==> config.mk <==
export PLATFORM = sky130hd
export DESIGN_NAME = flex_fifo
export DESIGN_NICKNAME = d
export VERILOG_FILES = /design/src/rtl/flex_fifo_pkg.sv /design/src/rtl/flex_fifo_mem.sv /design/src/rtl/flex_fifo.sv
export SDC_FILE = /design/constraint.sdc
export NUM_CORES = 1
export LEC_CHECK = 0
export BUFFER_PORTS_ARGS = -buffer_cell sky130_fd_sc_hd__buf_4
export CAP_MARGIN = 15
export CORE_MARGIN = 2
export CORE_UTILIZATION = 56
export DETAILED_ROUTE_END_ITERATION = 6
export GPL_ROUTABILITY_DRIVEN = 0
export HOLD_SLACK_MARGIN = 0.1
export PLACE_DENSITY_LB_ADDON = 0.25
export RECOVER_POWER = 25
export SLEW_MARGIN = 20
export SYNTH_ARGS = -nofsm -noshare
export SYNTH_HDL_FRONTEND = slang
export SYNTH_SLANG_ARGS = --single-unit
==> constraint.sdc <==
create_clock -name clk -period 3 [get_ports clk]
set_input_delay 0.6 -clock clk [delete_from_list [all_inputs] [get_ports clk]]
set_output_delay 0.6 -clock clk [all_outputs]
set_load 0.005 [all_outputs]
==> src/rtl/flex_fifo_pkg.sv <==
// Shared definitions for flex_fifo: read-mode constants, the flag bundle and
// a constant-evaluable ceil(log2) helper used to size pointers and the count.
package flex_fifo_pkg;

    localparam int unsigned FWFT_OFF = 0;
    localparam int unsigned FWFT_ON  = 1;

    // Occupancy-derived status flags, kept together so they update as one
    typedef struct packed {
        logic full;
        logic empty;
        logic almost_full;
        logic almost_empty;
    } fifo_flags_t;

    // ceil(log2(value)); returns 0 for value <= 1
    function automatic int unsigned clog2(input int unsigned value);
        int unsigned result;
        longint unsigned span;
        result = 0;
        span   = 1;
        while (span < longint'(value)) begin
            span   = span << 1;
            result = result + 1;
        end
        return result;
    endfunction

endpackage

==> src/rtl/flex_fifo_mem.sv <==
// Storage array for flex_fifo: DEPTH x WIDTH, synchronous write, asynchronous read.
// Ports:
//   clk      - write clock
//   we_i     - write enable
//   waddr_i  - write address (0..DEPTH-1)
//   wdata_i  - write data
//   raddr_i  - read address (0..DEPTH-1)
//   rdata_c  - combinational read data
module flex_fifo_mem
    import flex_fifo_pkg::*;
#(
    parameter  int unsigned WIDTH = 8,
    parameter  int unsigned DEPTH = 16,
    localparam int unsigned AW    = clog2(DEPTH)
) (
    input  logic             clk,
    input  logic             we_i,
    input  logic [AW-1:0]    waddr_i,
    input  logic [WIDTH-1:0] wdata_i,
    input  logic [AW-1:0]    raddr_i,
    output logic [WIDTH-1:0] rdata_c
);

    // Contents are intentionally not reset
    logic [WIDTH-1:0] mem_q [DEPTH];

    always_ff @(posedge clk) begin
        if (we_i) begin
            mem_q[waddr_i] <= wdata_i;
        end
    end

    assign rdata_c = mem_q[raddr_i];

endmodule

==> src/rtl/flex_fifo.sv <==
// Synchronous FIFO with arbitrary depth, programmable almost-full/almost-empty
// thresholds and a choice of registered-read or first-word-fall-through output.
// Ports:
//   clk          - clock, all state changes on rising edge
//   reset        - asynchronous active-high reset
//   data_in      - write data
//   wr           - write request
//   rd           - read request (pop request in FWFT mode)
//   data_out     - read data (registered)
//   full/empty   - occupancy == DEPTH / == 0
//   almost_full  - occupancy >= AF_LEVEL
//   almost_empty - occupancy <= AE_LEVEL
//   count        - occupancy 0..DEPTH
//   overflow     - one-cycle pulse after a rejected write
//   underflow    - one-cycle pulse after a rejected read
module flex_fifo
    import flex_fifo_pkg::*;
#(
    parameter  int unsigned WIDTH    = 8,
    parameter  int unsigned DEPTH    = 16,
    parameter  int unsigned AF_LEVEL = DEPTH - 2,
    parameter  int unsigned AE_LEVEL = 2,
    parameter  int unsigned FWFT     = FWFT_OFF,
    localparam int unsigned CW       = clog2(DEPTH + 1)
) (
    input  logic             clk,
    input  logic             reset,
    input  logic [WIDTH-1:0] data_in,
    input  logic             wr,
    input  logic             rd,
    output logic [WIDTH-1:0] data_out,
    output logic             full,
    output logic             empty,
    output logic             almost_full,
    output logic             almost_empty,
    output logic [CW-1:0]    count,
    output logic             overflow,
    output logic             underflow
);

    localparam int unsigned PW = clog2(DEPTH);

    // Elaboration-time parameter legality
    if (WIDTH < 1 || DEPTH < 2 || AE_LEVEL >= AF_LEVEL || AF_LEVEL > DEPTH ||
        (FWFT != FWFT_OFF && FWFT != FWFT_ON)) begin : g_bad_params
        $fatal(1, "flex_fifo: illegal parameter set");
    end

    logic [PW-1:0]    wr_ptr_q, wr_ptr_d;
    logic [PW-1:0]    rd_ptr_q, rd_ptr_d;
    logic [CW-1:0]    count_q,  count_d;
    fifo_flags_t      flags_q,  flags_d;
    logic [WIDTH-1:0] dout_q,   dout_d;
    logic             ovf_q,    ovf_d;
    logic             unf_q,    unf_d;

    logic             wr_acc;
    logic             rd_acc;
    logic [PW-1:0]    mem_raddr;
    logic [WIDTH-1:0] mem_rdata;

    // Pointer advance with explicit wrap for non-power-of-two depths
    function automatic logic [PW-1:0] ptr_inc(input logic [PW-1:0] ptr);
        return (ptr == PW'(DEPTH - 1)) ? '0 : ptr + PW'(1);
    endfunction

    function automatic fifo_flags_t decode_flags(input logic [CW-1:0] occ);
        fifo_flags_t f;
        f.full         = (occ == CW'(DEPTH));
        f.empty        = (occ == '0);
        f.almost_full  = (occ >= CW'(AF_LEVEL));
        f.almost_empty = (occ <= CW'(AE_LEVEL));
        return f;
    endfunction

    flex_fifo_mem #(
        .WIDTH (WIDTH),
        .DEPTH (DEPTH)
    ) u_mem (
        .clk     (clk),
        .we_i    (wr_acc),
        .waddr_i (wr_ptr_q),
        .wdata_i (data_in),
        .raddr_i (mem_raddr),
        .rdata_c (mem_rdata)
    );

    // Acceptance, pointer/count update and next output word
    always_comb begin
        wr_ptr_d  = wr_ptr_q;
        rd_ptr_d  = rd_ptr_q;
        count_d   = count_q;
        dout_d    = dout_q;
        mem_raddr = rd_ptr_q;

        // A full FIFO is never empty, so a concurrent read always frees a slot
        rd_acc = rd && !flags_q.empty;
        wr_acc = wr && (!flags_q.full || rd);

        if (wr_acc) begin
            wr_ptr_d = ptr_inc(wr_ptr_q);
        end
        if (rd_acc) begin
            rd_ptr_d = ptr_inc(rd_ptr_q);
        end

        case ({wr_acc, rd_acc})
            2'b10:   count_d = count_q + CW'(1);
            2'b01:   count_d = count_q - CW'(1);
            default: count_d = count_q;
        endcase

        if (FWFT == FWFT_ON) begin
            // Preload the head for next cycle; when the new head is the word
            // being written right now it is not yet in memory, so bypass it.
            mem_raddr = rd_ptr_d;
            if (wr_acc && (rd_ptr_d == wr_ptr_q)) begin
                dout_d = data_in;
            end else begin
                dout_d = mem_rdata;
            end
        end else if (rd_acc) begin
            dout_d = mem_rdata;
        end

        // Registered flags track the registered count exactly
        flags_d = decode_flags(count_d);
        ovf_d   = wr && !wr_acc;
        unf_d   = rd && flags_q.empty;
    end

    always_ff @(posedge clk or posedge reset) begin
        if (reset) begin
            wr_ptr_q <= '0;
            rd_ptr_q <= '0;
            count_q  <= '0;
            flags_q  <= decode_flags('0);
            dout_q   <= '0;
            ovf_q    <= 1'b0;
            unf_q    <= 1'b0;
        end else begin
            wr_ptr_q <= wr_ptr_d;
            rd_ptr_q <= rd_ptr_d;
            count_q  <= count_d;
            flags_q  <= flags_d;
            dout_q   <= dout_d;
            ovf_q    <= ovf_d;
            unf_q    <= unf_d;
        end
    end

    assign data_out     = dout_q;
    assign full         = flags_q.full;
    assign empty        = flags_q.empty;
    assign almost_full  = flags_q.almost_full;
    assign almost_empty = flags_q.almost_empty;
    assign count        = count_q;
    assign overflow     = ovf_q;
    assign underflow    = unf_q;

endmodule
# Yosys cells after proc, flatten, opt, wreduce, memory -nomap -nowiden
# Memory sizes are Yosys's and may differ from the RTL's. A register that Yosys moved wholly into a read port is not among the register bits.
# Cells that the tools add are included.
# word_totals
output_inout_bits	19
n_memories	1
inputBits	12
regBits	19
elab_cells	35
ram_bits	128
# mem_list
name	depth	width	read_ports	rd_ports_with_merged_regs	write_ports	line	rtl
u_mem.mem_q	16	8	1	1	1	flex_fifo_mem.sv:25	logic [WIDTH-1:0] mem_q [DEPTH];
# op_classes
add_sub_neg	4
muxes	5
order_cmp	2
eq_ne	5
reduce_logical	9
# ops
cell	n
case mux 5 bit (2 select lines)	1
adder 4 x 1 -> 4 bit (second input constant)	2
== test 4 bit (second input constant)	2
2-to-1 mux 4 bit	2
adder 5 x 1 -> 5 bit (second input constant)	1
== test 5 bit (second input constant)	1
greater-or-equal comparator 5 x 4 -> 1 bit (second input constant)	1
less-or-equal comparator 5 x 2 -> 1 bit (second input constant)	1
logical NOT 5 bit	1
subtractor 5 x 1 -> 5 bit (second input constant)	1
logical AND 1 bit	4
logical NOT 1 bit	3
== test 2 x 1 -> 1 bit (second input constant)	1
== test 2 bit (second input constant)	1
2-to-1 mux 1 bit	2
logical OR 1 bit	1

# Depth between registers and ports, before layout
# Gate-level depths: netlist of the first run.
# logic_depth
word_depth	6
depth_mapped	12
ltp_nobuf	11

# Modules after synthesis
# A second synthesis of the first run with hierarchy kept.
# hier_totals
hier_cells	350
area_unflattened_um2	6281.0
# by_module_without_submodules
mod	cells_per_inst	seq_area_each_um2	area_per_inst_um2	instances
flex_fifo_mem	221	3843.7	4987.3	1
flex_fifo	129	678.2	1293.7	1

# Least setup slack after synthesis of the first run
# No wires, ideal clock.
# synth_path
path_kind	input-to-reg
from	input port rd
to	register flags_q (netlist bit almost_empty)
cell_stages	11
required_time_ns	2.878
arrival_ns	2.702
setup_ns	0.122
setup_slack_ns	0.176
n_path_buf	1
path_cell_list	nand2b_1 -> and2_1 -> clkbuf_1 -> inv_1 -> ha_1 -> xor2_1 -> ha_1 -> a2111o_1 -> o41ai_2 -> xor2_2 -> a2111oi_0
# synth_lines
element	line	rtl
from (decl)	flex_fifo.sv:30	input logic rd,
to (signal assigned)	flex_fifo.sv:137	flags_q <= decode_flags('0);
to (signal assigned)	flex_fifo.sv:145	flags_q <= flags_d;
to (decl)	flex_fifo.sv:52	fifo_flags_t flags_q, flags_d;

==> results of run 1 <==
-- report_power, final --
| group | internal, µW | total (µW) | switching, µW |
|---|---|---|---|
| Combinational | 1020 | 1920 | 902 |
| Sequential | 2660 | 3010 | 345 |
| Clock | 1180 | 2010 | 830 |
| Total | 4860 | 6940 | 2080 |
-- state kept, by name (all words and copies together) (netlist names) --
name          flops
empty             1
count             5
mem_raddr         4
underflow         1
data_out          8
almost_full       1
overflow          1
full              1
almost_empty      1
wr_ptr_q          4
u_mem.mem_q     128
-- area by class of cell --
class / count / area [µm²] / share of cell area
multi-input combinational: 157 / 1610 / 0.220
timing repair buffer: 55 / 412 / 0.0563
clock buffer: 17 / 414 / 0.0567
clock inverter: 14 / 145 / 0.0199
sequential: 155 / 4520 / 0.619
tap: 140 / 175 / 0.0240
inverter: 8 / 30.0 / 0.00411
-- per-stage QoR --
step                      instances  setup WS [ns]
final                           546          0.361
after detailed placement        515        -0.0133
after global routing            546        0.00884
after CTS                       546          0.347
after global placement          515          0.161
after floorplan                 340          0.176
-- metal layers --
metal / track usage / vias to the layer above / share of wire
li1: - / 1457 / -
met1: 0.306 / 1708 / 0.45
met2: 0.350 / 81 / 0.50
met3: 0.0533 / 16 / 0.044
met4: 0.0796 / 0 / 0.014
met5: 0 / - / 0
-- cell usage after synthesis, types with 7 or more instances --
master    instances  area [µm²]
nor3_1           12        60.1
mux4_2           32         721
nand2_1          14        52.6
nor2_1           18        67.6
mux2i_1          10         100
a21oi_1           7        35.0
dfrtp_1          25         626
clkbuf_1          7        26.3
inv_1             8        30.0
mux2_2            7        78.8
edfxtp_1        128        3840
ha_1              8         100
-- worst reg2reg max path, cell delays in order, from the launching register on --
cell and delay (ns):
dfstp_2 0.54, nand2b_1 0.15, inv_1 0.07, ha_1 0.26, xor2_1 0.18, ha_1 0.22
a2111o_1 0.39, o41ai_2 0.08, xor2_2 0.17, a2111oi_0 0.45
-- cell usage in the layout, fill, tap and decap left out, types with 3 or more instances in the layout --
cell,count
edfxtp_1,128
buf_4,46
mux4_2,32
dfrtp_1,24
nor2_1,18
clkbuf_16,16
nand2_1,14
nor3_1,12
mux2i_1,10
inv_1,8
ha_1,8
mux2_2,7
a21oi_1,7
clkbuf_1,7
a221o_1,6
o21ai_0,5
xnor2_1,5
nand2b_1,4
nand3_1,4
and2_1,3
o31ai_1,3
a21o_1,3
inv_6,3
clkinvlp_4,3
clkinv_2,3
-- cell families after synthesis --
logic type	after synthesis	share of synthesized area
XOR/XNOR	8	0.0124
AO/OA/AOI/OAI	32	0.0388
multiplexers	49	0.144
AND/OR/NAND/NOR	60	0.0458
flip-flops	155	0.722
adder cells (fa/ha/maj)	8	0.0160
buffers and inverters	28	0.0212
-- how the worst max path moves through the flow --
stage / start / to / slack (ns) / depth (start not counted)
2_1_floorplan: rd / almost_empty / 0.18 / 11
3_3_place_gp: rd / almost_empty / 0.16 / 11
5_1_grt: full / almost_empty / 0.009 / 10
6_report: empty / almost_empty / 0.36 / 9
4_1_cts: empty / almost_empty / 0.35 / 9
3_5_place_dp: rd / almost_empty / -0.01 / 11
==> flow_summary.toml, run 1 <==
[final_layout]
area_growth_pct = 16.7
postLayoutCoreUtil = 0.671
antenna_cells = 0
final_layout_size_suffix_gt1_frac = 0.305
final_nets = 414
design_area_um2 = 7310
fillCellCount = 704

[die]
dieWidth_um = 110
initial_core_util = 0.575
die_area_um2 = 12000
ioPinCount = 31
num_rows = 38
die_h_um = 110
coreArea_um2 = 10900

[worst_setup_path]
critPathMaxFanout = 5
crit_family = "compound AO/OA/AOI/OAI gates"
worst_ep_arrival_time_ns = 3.03
worst-r2r-setup-slack_ns = 0.36
cp_common_cell = "ha_1"
cp.required_ns = 3.39
crit_type = "reg -> reg"
endpoint_kind = "register"
r2r-end = "almost_empty"
r2r_start = "empty"
ff2ff_path_depth = 9
slowest_stage = "dfstp_2"
cp_num_buf_inv = 1
cpPeakStageDelay_ns = 0.54
crit_chain = "nand2b_1 -> inv_1 -> ha_1 -> xor2_1 -> ha_1 -> a2111o_1 -> o41ai_2 -> xor2_2 -> a2111oi_0"
crit_path_start_kind = "register"

[clock_network]
cts_resized = 0
insertion_delay_ns = 0.52
cts_buffers = 17
htree_num_levels = 4
clkTransAtPathRegs_ns = 0.06
clock_sinks = 155
cts_hold_buf = 0
cts_setup_buffers = 0
cts_tree = "built"
root_buffer = "clkbuf_8"
clock_path_buffers = 2

[synth]
yosys_warnings = 0
yosysSeqAreaShare = 0.722
syn_inst = 340
synth-seq-cells = 155
async_flop_share = 0.174
syn_area_um2 = 6260
synth-edff-count = 128
ys.flop_type = "edfxtp_1"
avgSynthCellArea_um2 = 18.4
yosys.cell_types.count = 37
synthesis.nets = 360

[timing]
final.setup_skew_ns = 0.00820
fmax_ghz = 0.379
hold_ws_ns = 0.196
drv_slew = 0
period_share = 0.880
finalHoldViolations = 0
maxSlewHeadroom = 0.463
period_needed_ns = 2.64
tightest_slew_ns = 0.805
finalSetupViolCount = 0
tns_ns = 0
rsz0062_at_grt = "false"

[routing]
drtIter0Drc = 254
ant_nets = 0
wl_per_cell_um = 21.8
num_vias = 3262
first_pass_iters = 4
drc_errors = 0
avgViaCountPerCell = 5.97
finalWirelength_mm = 11.9

[power_and_ir_drop]
powerDensity_nw_per_um2 = 950
power_uw = 6940
p_leak_uw = 0.00259
peakVddDrop_uv = 513

[worst_hold_path]
min_path_type = "in -> async"

[global_routing]
grt_antenna_before_repair = 0
grt_pass1_wl_mm = 18.7
grt_use_total = 0.222
grt-ovfl-total = 0
grt_max_degree = 23
grt_pass1_vias = 3274

[place]
hpwl_mm = 7.66
dpl_cell_area_um2 = 6770
portBuffers = 30

[status]
status = "complete, no violations"

[job]
cap_violations = 0
Power figures use the tool's default switching activity.
==> run 2, diff against run 1 <==
--- a/config.mk
+++ b/config.mk
@@ -8,12 +8,13 @@
 export BUFFER_PORTS_ARGS = -buffer_cell sky130_fd_sc_hd__buf_4
 export CAP_MARGIN = 15
 export CORE_MARGIN = 2
-export CORE_UTILIZATION = 56
+export CORE_UTILIZATION = 44
 export DETAILED_ROUTE_END_ITERATION = 6
 export GPL_ROUTABILITY_DRIVEN = 0
 export HOLD_SLACK_MARGIN = 0.1
 export PLACE_DENSITY_LB_ADDON = 0.25
 export RECOVER_POWER = 25
+export REMOVE_ABC_BUFFERS = 1
 export SLEW_MARGIN = 20
 export SYNTH_ARGS = -nofsm -noshare
 export SYNTH_HDL_FRONTEND = slang
==> flow_summary.toml, run 2 (synthesized netlist as in run 1, its figures left out) <==
[clock_network]
cts_buffers = 17
cts_resized = 0
cts_tree = "built"
root_buffer = "clkbuf_16"
insertion_delay_ns = 0.42
clock_path_buffers = 2
htree_num_levels = 4
cts_setup_buffers = 0
cts_hold_buf = 0
clock_sinks = 155
clkTransAtPathRegs_ns = 0.06

[die]
num_rows = 43
die_h_um = 123
die_area_um2 = 15200
coreArea_um2 = 13900
ioPinCount = 31
dieWidth_um = 123
initial_core_util = 0.451

[timing]
fmax_ghz = 0.375
period_share = 0.889
period_needed_ns = 2.67
rsz0062_at_grt = "false"
maxSlewHeadroom = 0.508
drv_slew = 0
final.setup_skew_ns = 0.0111
finalHoldViolations = 0
finalSetupViolCount = 0
tightest_slew_ns = 0.738

[global_routing]
grt_pass1_wl_mm = 19.1
grt_max_degree = 32
grt-ovfl-total = 0
grt_antenna_before_repair = 0
grt_use_total = 0.177
grt_pass1_vias = 3312

[final_layout]
final_layout_size_suffix_gt1_frac = 0.305
multi_input_area_um2 = 1610
fillCellCount = 1126
antenna_cells = 0
area_growth_pct = 16.9
mostFrequentLayoutCells = "128 x edfxtp_1, 48 x buf_4, 32 x mux4_2"
largest_reg_flops = 128
largest-register = "u_mem.mem_q"
layout_commonest_cell = "edfxtp_1"
final_nets = 414
postLayoutCoreUtil = 0.527
regArea_um2 = 4520

[power_and_ir_drop]
peakVddDrop_uv = 449
power_uw = 6840
powerDensity_nw_per_um2 = 935
p_leak_uw = 0.00256

[worst_hold_path]
min_path_type = "in -> async"

[routing]
num_vias = 3223
ant_nets = 0
drtIter0Drc = 261
wl_per_cell_um = 20.5
drc_errors = 0
first_pass_iters = 4
avgViaCountPerCell = 5.49
finalWirelength_mm = 12.0

[worst_setup_path]
worst_ep_arrival_time_ns = 2.94
crit_type = "reg -> reg"
critPathMaxFanout = 5
crit_path_start_kind = "register"
endpoint_kind = "register"
cp.required_ns = 3.28

[place]
portBuffers = 30
hpwl_mm = 7.89

[status]
status = "complete, no violations"

[job]
cap_violations = 0
==> run 2: changes by cell type in the layout (fill, tap and decap cells not counted) <==
cell        delta
inv_8          +1
bufinv_16      -2
clkbuf_8       +1
clkbuf_16      +1
clkinv_1       -1
clkbuf_1       +2
buf_12         -2
clkinv_4       -2
clkinvlp_4     +3
buf_4          +2
clkinv_2       -2
==> run 2: layout make-up <==
type	count	share of cell area
clock buffer	21	0.0629
multi-input combinational	157	0.219
inverter	8	0.00410
timing repair buffer	55	0.0528
tap	180	0.0308
clock inverter	11	0.0120
sequential	155	0.618
==> run 2: final timing paths <==
kind                        startpoint      endpoint  slack (ns)  cells past startpoint
setup / recovery                  full  almost_empty        0.33                     10
hold / removal                   reset   wr_ptr_q[0]        0.28                      2
setup reg to reg                  full  almost_empty        0.33                     10
hold reg to reg            data_out[3]   data_out[3]        0.52                      1
max in group asynchronous        reset         empty        2.01                      3
min in group clk                    wr      overflow        0.40                      3
==> run 2: critical path: stages, from the launching register on <==
cell       delay (ns)
dfrtp_1          0.41
nand2b_1         0.11
and2_1           0.15
inv_1            0.09
ha_1             0.27
xor2_1           0.19
ha_1             0.23
a2111o_1         0.38
o41ai_2          0.08
xor2_2           0.16
a2111oi_0        0.48
==> run 2: routing by layer <==
layer / vias to the layer above / global-route usage / wire, µm / share of wire
met4: 0 / 0.0632 / 136 / 0.011
met5: - / 0 / 0 / 0
met2: 69 / 0.269 / 5800 / 0.48
li1: 1457 / - / - / -
met3: 15 / 0.0424 / 671 / 0.056
met1: 1682 / 0.252 / 5440 / 0.45
==> run 2: power by group <==
part / internal [µW] / switching [µW]
Sequential: 2660 / 263
Combinational: 987 / 963
Clock: 1110 / 856
Total: 4760 / 2080
==> run 2: metrics by stage <==
| step | setup TNS, ns | hold WS, ns | worst slack (ns) | area, µm² | cells |
|---|---|---|---|---|---|
| 6_report | 0 | 0.281 | 0.332 | 7320 | 587 |
| 5_1_grt | 0 | 0.327 | 0.125 | 7320 | 587 |
| 4_1_cts | 0 | 0.289 | 0.343 | 7350 | 587 |
| 3_5_place_dp | -0.0102 | 0.514 | -0.0102 | 6800 | 555 |
| 3_3_place_gp | 0 | 0.509 | 0.191 | 6800 | 555 |
| 2_1_floorplan | 0 | 0.483 | 0.0936 | 6160 | 320 |
==> run 3, diff against run 2 <==
--- a/config.mk
+++ b/config.mk
@@ -8,7 +8,7 @@
 export BUFFER_PORTS_ARGS = -buffer_cell sky130_fd_sc_hd__buf_4
 export CAP_MARGIN = 15
 export CORE_MARGIN = 2
-export CORE_UTILIZATION = 44
+export CORE_UTILIZATION = 60
 export DETAILED_ROUTE_END_ITERATION = 6
 export GPL_ROUTABILITY_DRIVEN = 0
 export HOLD_SLACK_MARGIN = 0.1
==> flow_summary.toml, run 3 (synthesized netlist as in run 1, its figures left out) <==
[die]
coreArea_um2 = 10200
initial_core_util = 0.612
ioPinCount = 31
num_rows = 37
die_area_um2 = 11300
die_h_um = 106
dieWidth_um = 106

[power_and_ir_drop]
netSwitchingFraction = 0.314
p_seq_frac = 0.431
powerDensity_nw_per_um2 = 947
internal_power_uw = 4720
p_leak_uw = 0.00258
clock_power_share = 0.285
p_comb_frac = 0.284
peakVddDrop_uv = 712
p_sw_uw = 2160
power_uw = 6890

[worst_setup_path]
crit_type = "reg -> reg"
slowest_stage = "dfstp_2"
crit_family = "compound AO/OA/AOI/OAI gates"
r2r_start = "empty"
r2r-end = "almost_empty"
crit_chain = "nand2b_1 -> inv_1 -> ha_1 -> xor2_1 -> ha_1 -> a2111o_1 -> o41ai_2 -> xor2_2 -> a2111oi_0"
cp_common_cell = "ha_1"
endpoint_kind = "register"
critPathMaxFanout = 7
worst_ep_arrival_time_ns = 3.14
cp.required_ns = 3.39
cpPeakStageDelay_ns = 0.54
ff2ff_path_depth = 9
cp_num_buf_inv = 1
crit_path_start_kind = "register"
worst-r2r-setup-slack_ns = 0.24

[routing]
num_vias = 3256
drc_errors = 0
first_pass_iters = 4
finalWirelength_mm = 12.1
wl_per_cell_um = 22.4
avgViaCountPerCell = 6.02
ant_nets = 0
drtIter0Drc = 301

[final_layout]
design_area_um2 = 7270
final_layout_size_suffix_gt1_frac = 0.306
regArea_um2 = 4520
largest-register = "u_mem.mem_q"
final_nets = 412
largest_reg_flops = 128
area_growth_pct = 16.2
layout_commonest_cell = "edfxtp_1"
mostFrequentLayoutCells = "128 x edfxtp_1, 45 x buf_4, 32 x mux4_2"
antenna_cells = 0
multi_input_area_um2 = 1610
fillCellCount = 656

[global_routing]
grt_use_total = 0.239
grt_pass1_vias = 3267
grt_antenna_before_repair = 0
grt-ovfl-total = 0
grt_pass1_wl_mm = 19.0
grt_max_degree = 33

[clock_network]
clock_sinks = 155
cts_hold_buf = 0
insertion_delay_ns = 0.53
cts_setup_buffers = 0
cts_resized = 0
root_buffer = "clkbuf_8"
clock_path_buffers = 2
clkTransAtPathRegs_ns = 0.07
htree_num_levels = 4
cts_buffers = 17
cts_tree = "built"

[timing]
period_share = 0.919
tightest_slew_ns = 0.778
tns_ns = 0
setup_ws_ns = 0.243
finalHoldViolations = 0
finalSetupViolCount = 0
final.setup_skew_ns = 0.00847
fmax_ghz = 0.363
rsz0062_at_grt = "false"
maxSlewHeadroom = 0.481
drv_slew = 0
period_needed_ns = 2.76

[place]
dpl_cell_area_um2 = 6750
post-place-ws_ns = -0.0229
portBuffers = 30
hpwl_mm = 7.60

[status]
status = "complete, no violations"

[worst_hold_path]
min_path_type = "in -> async"

[job]
cap_violations = 0
==> run 3: changes by cell type in the layout (fill, tap and decap cells not counted), sizes merged <==
cell	before	now
clkinvlp	6	2
inv	12	18
clkinv	1	2
clkbuf	28	24
buf	48	47
==> run 3: layer usage <==
layer	share of wire	GRT usage	vias to the layer above
li1	-	-	1450
met1	0.44	0.340	1682
met2	0.50	0.379	105
met3	0.047	0.0533	19
met4	0.014	0.0686	0
met5	0	0	-
==> run 3: cell type report <==
cell class	count	share of cell area
inverter	8	0.00413
multi-input combinational	157	0.221
clock inverter	14	0.0174
sequential	155	0.622
tap	136	0.0234
timing repair buffer	53	0.0550
clock buffer	18	0.0574
==> run 3: power groups by stage <==
stage / clock (µW) / sequential [µW] / combinational [µW]
2_1_floorplan: 0 / 3060 / 1150
4_1_cts: 1980 / 2970 / 1980
6_report: 1960 / 2970 / 1950
3_5_place_dp: 0 / 3010 / 1960
3_3_place_gp: 0 / 2990 / 1900
5_1_grt: 2070 / 3010 / 2130
==> run 3: through the flow <==
stage                     instances  hold WS [ns]  utilization
after floorplan                 320         0.483            -
after global placement          509         0.498        0.660
after detailed placement        509         0.508        0.660
after CTS                       541         0.225        0.713
after global routing            541         0.261        0.711
final                           541         0.211        0.711
==> run 3: worst max-delay path by stage <==
stage | start | end | cells past startpoint
global route | empty | almost_empty | 9
finish | empty | almost_empty | 9
floorplan | rd | almost_empty | 9
CTS | empty | almost_empty | 9
global placement | rd | almost_empty | 11
detailed placement | rd | almost_empty | 11
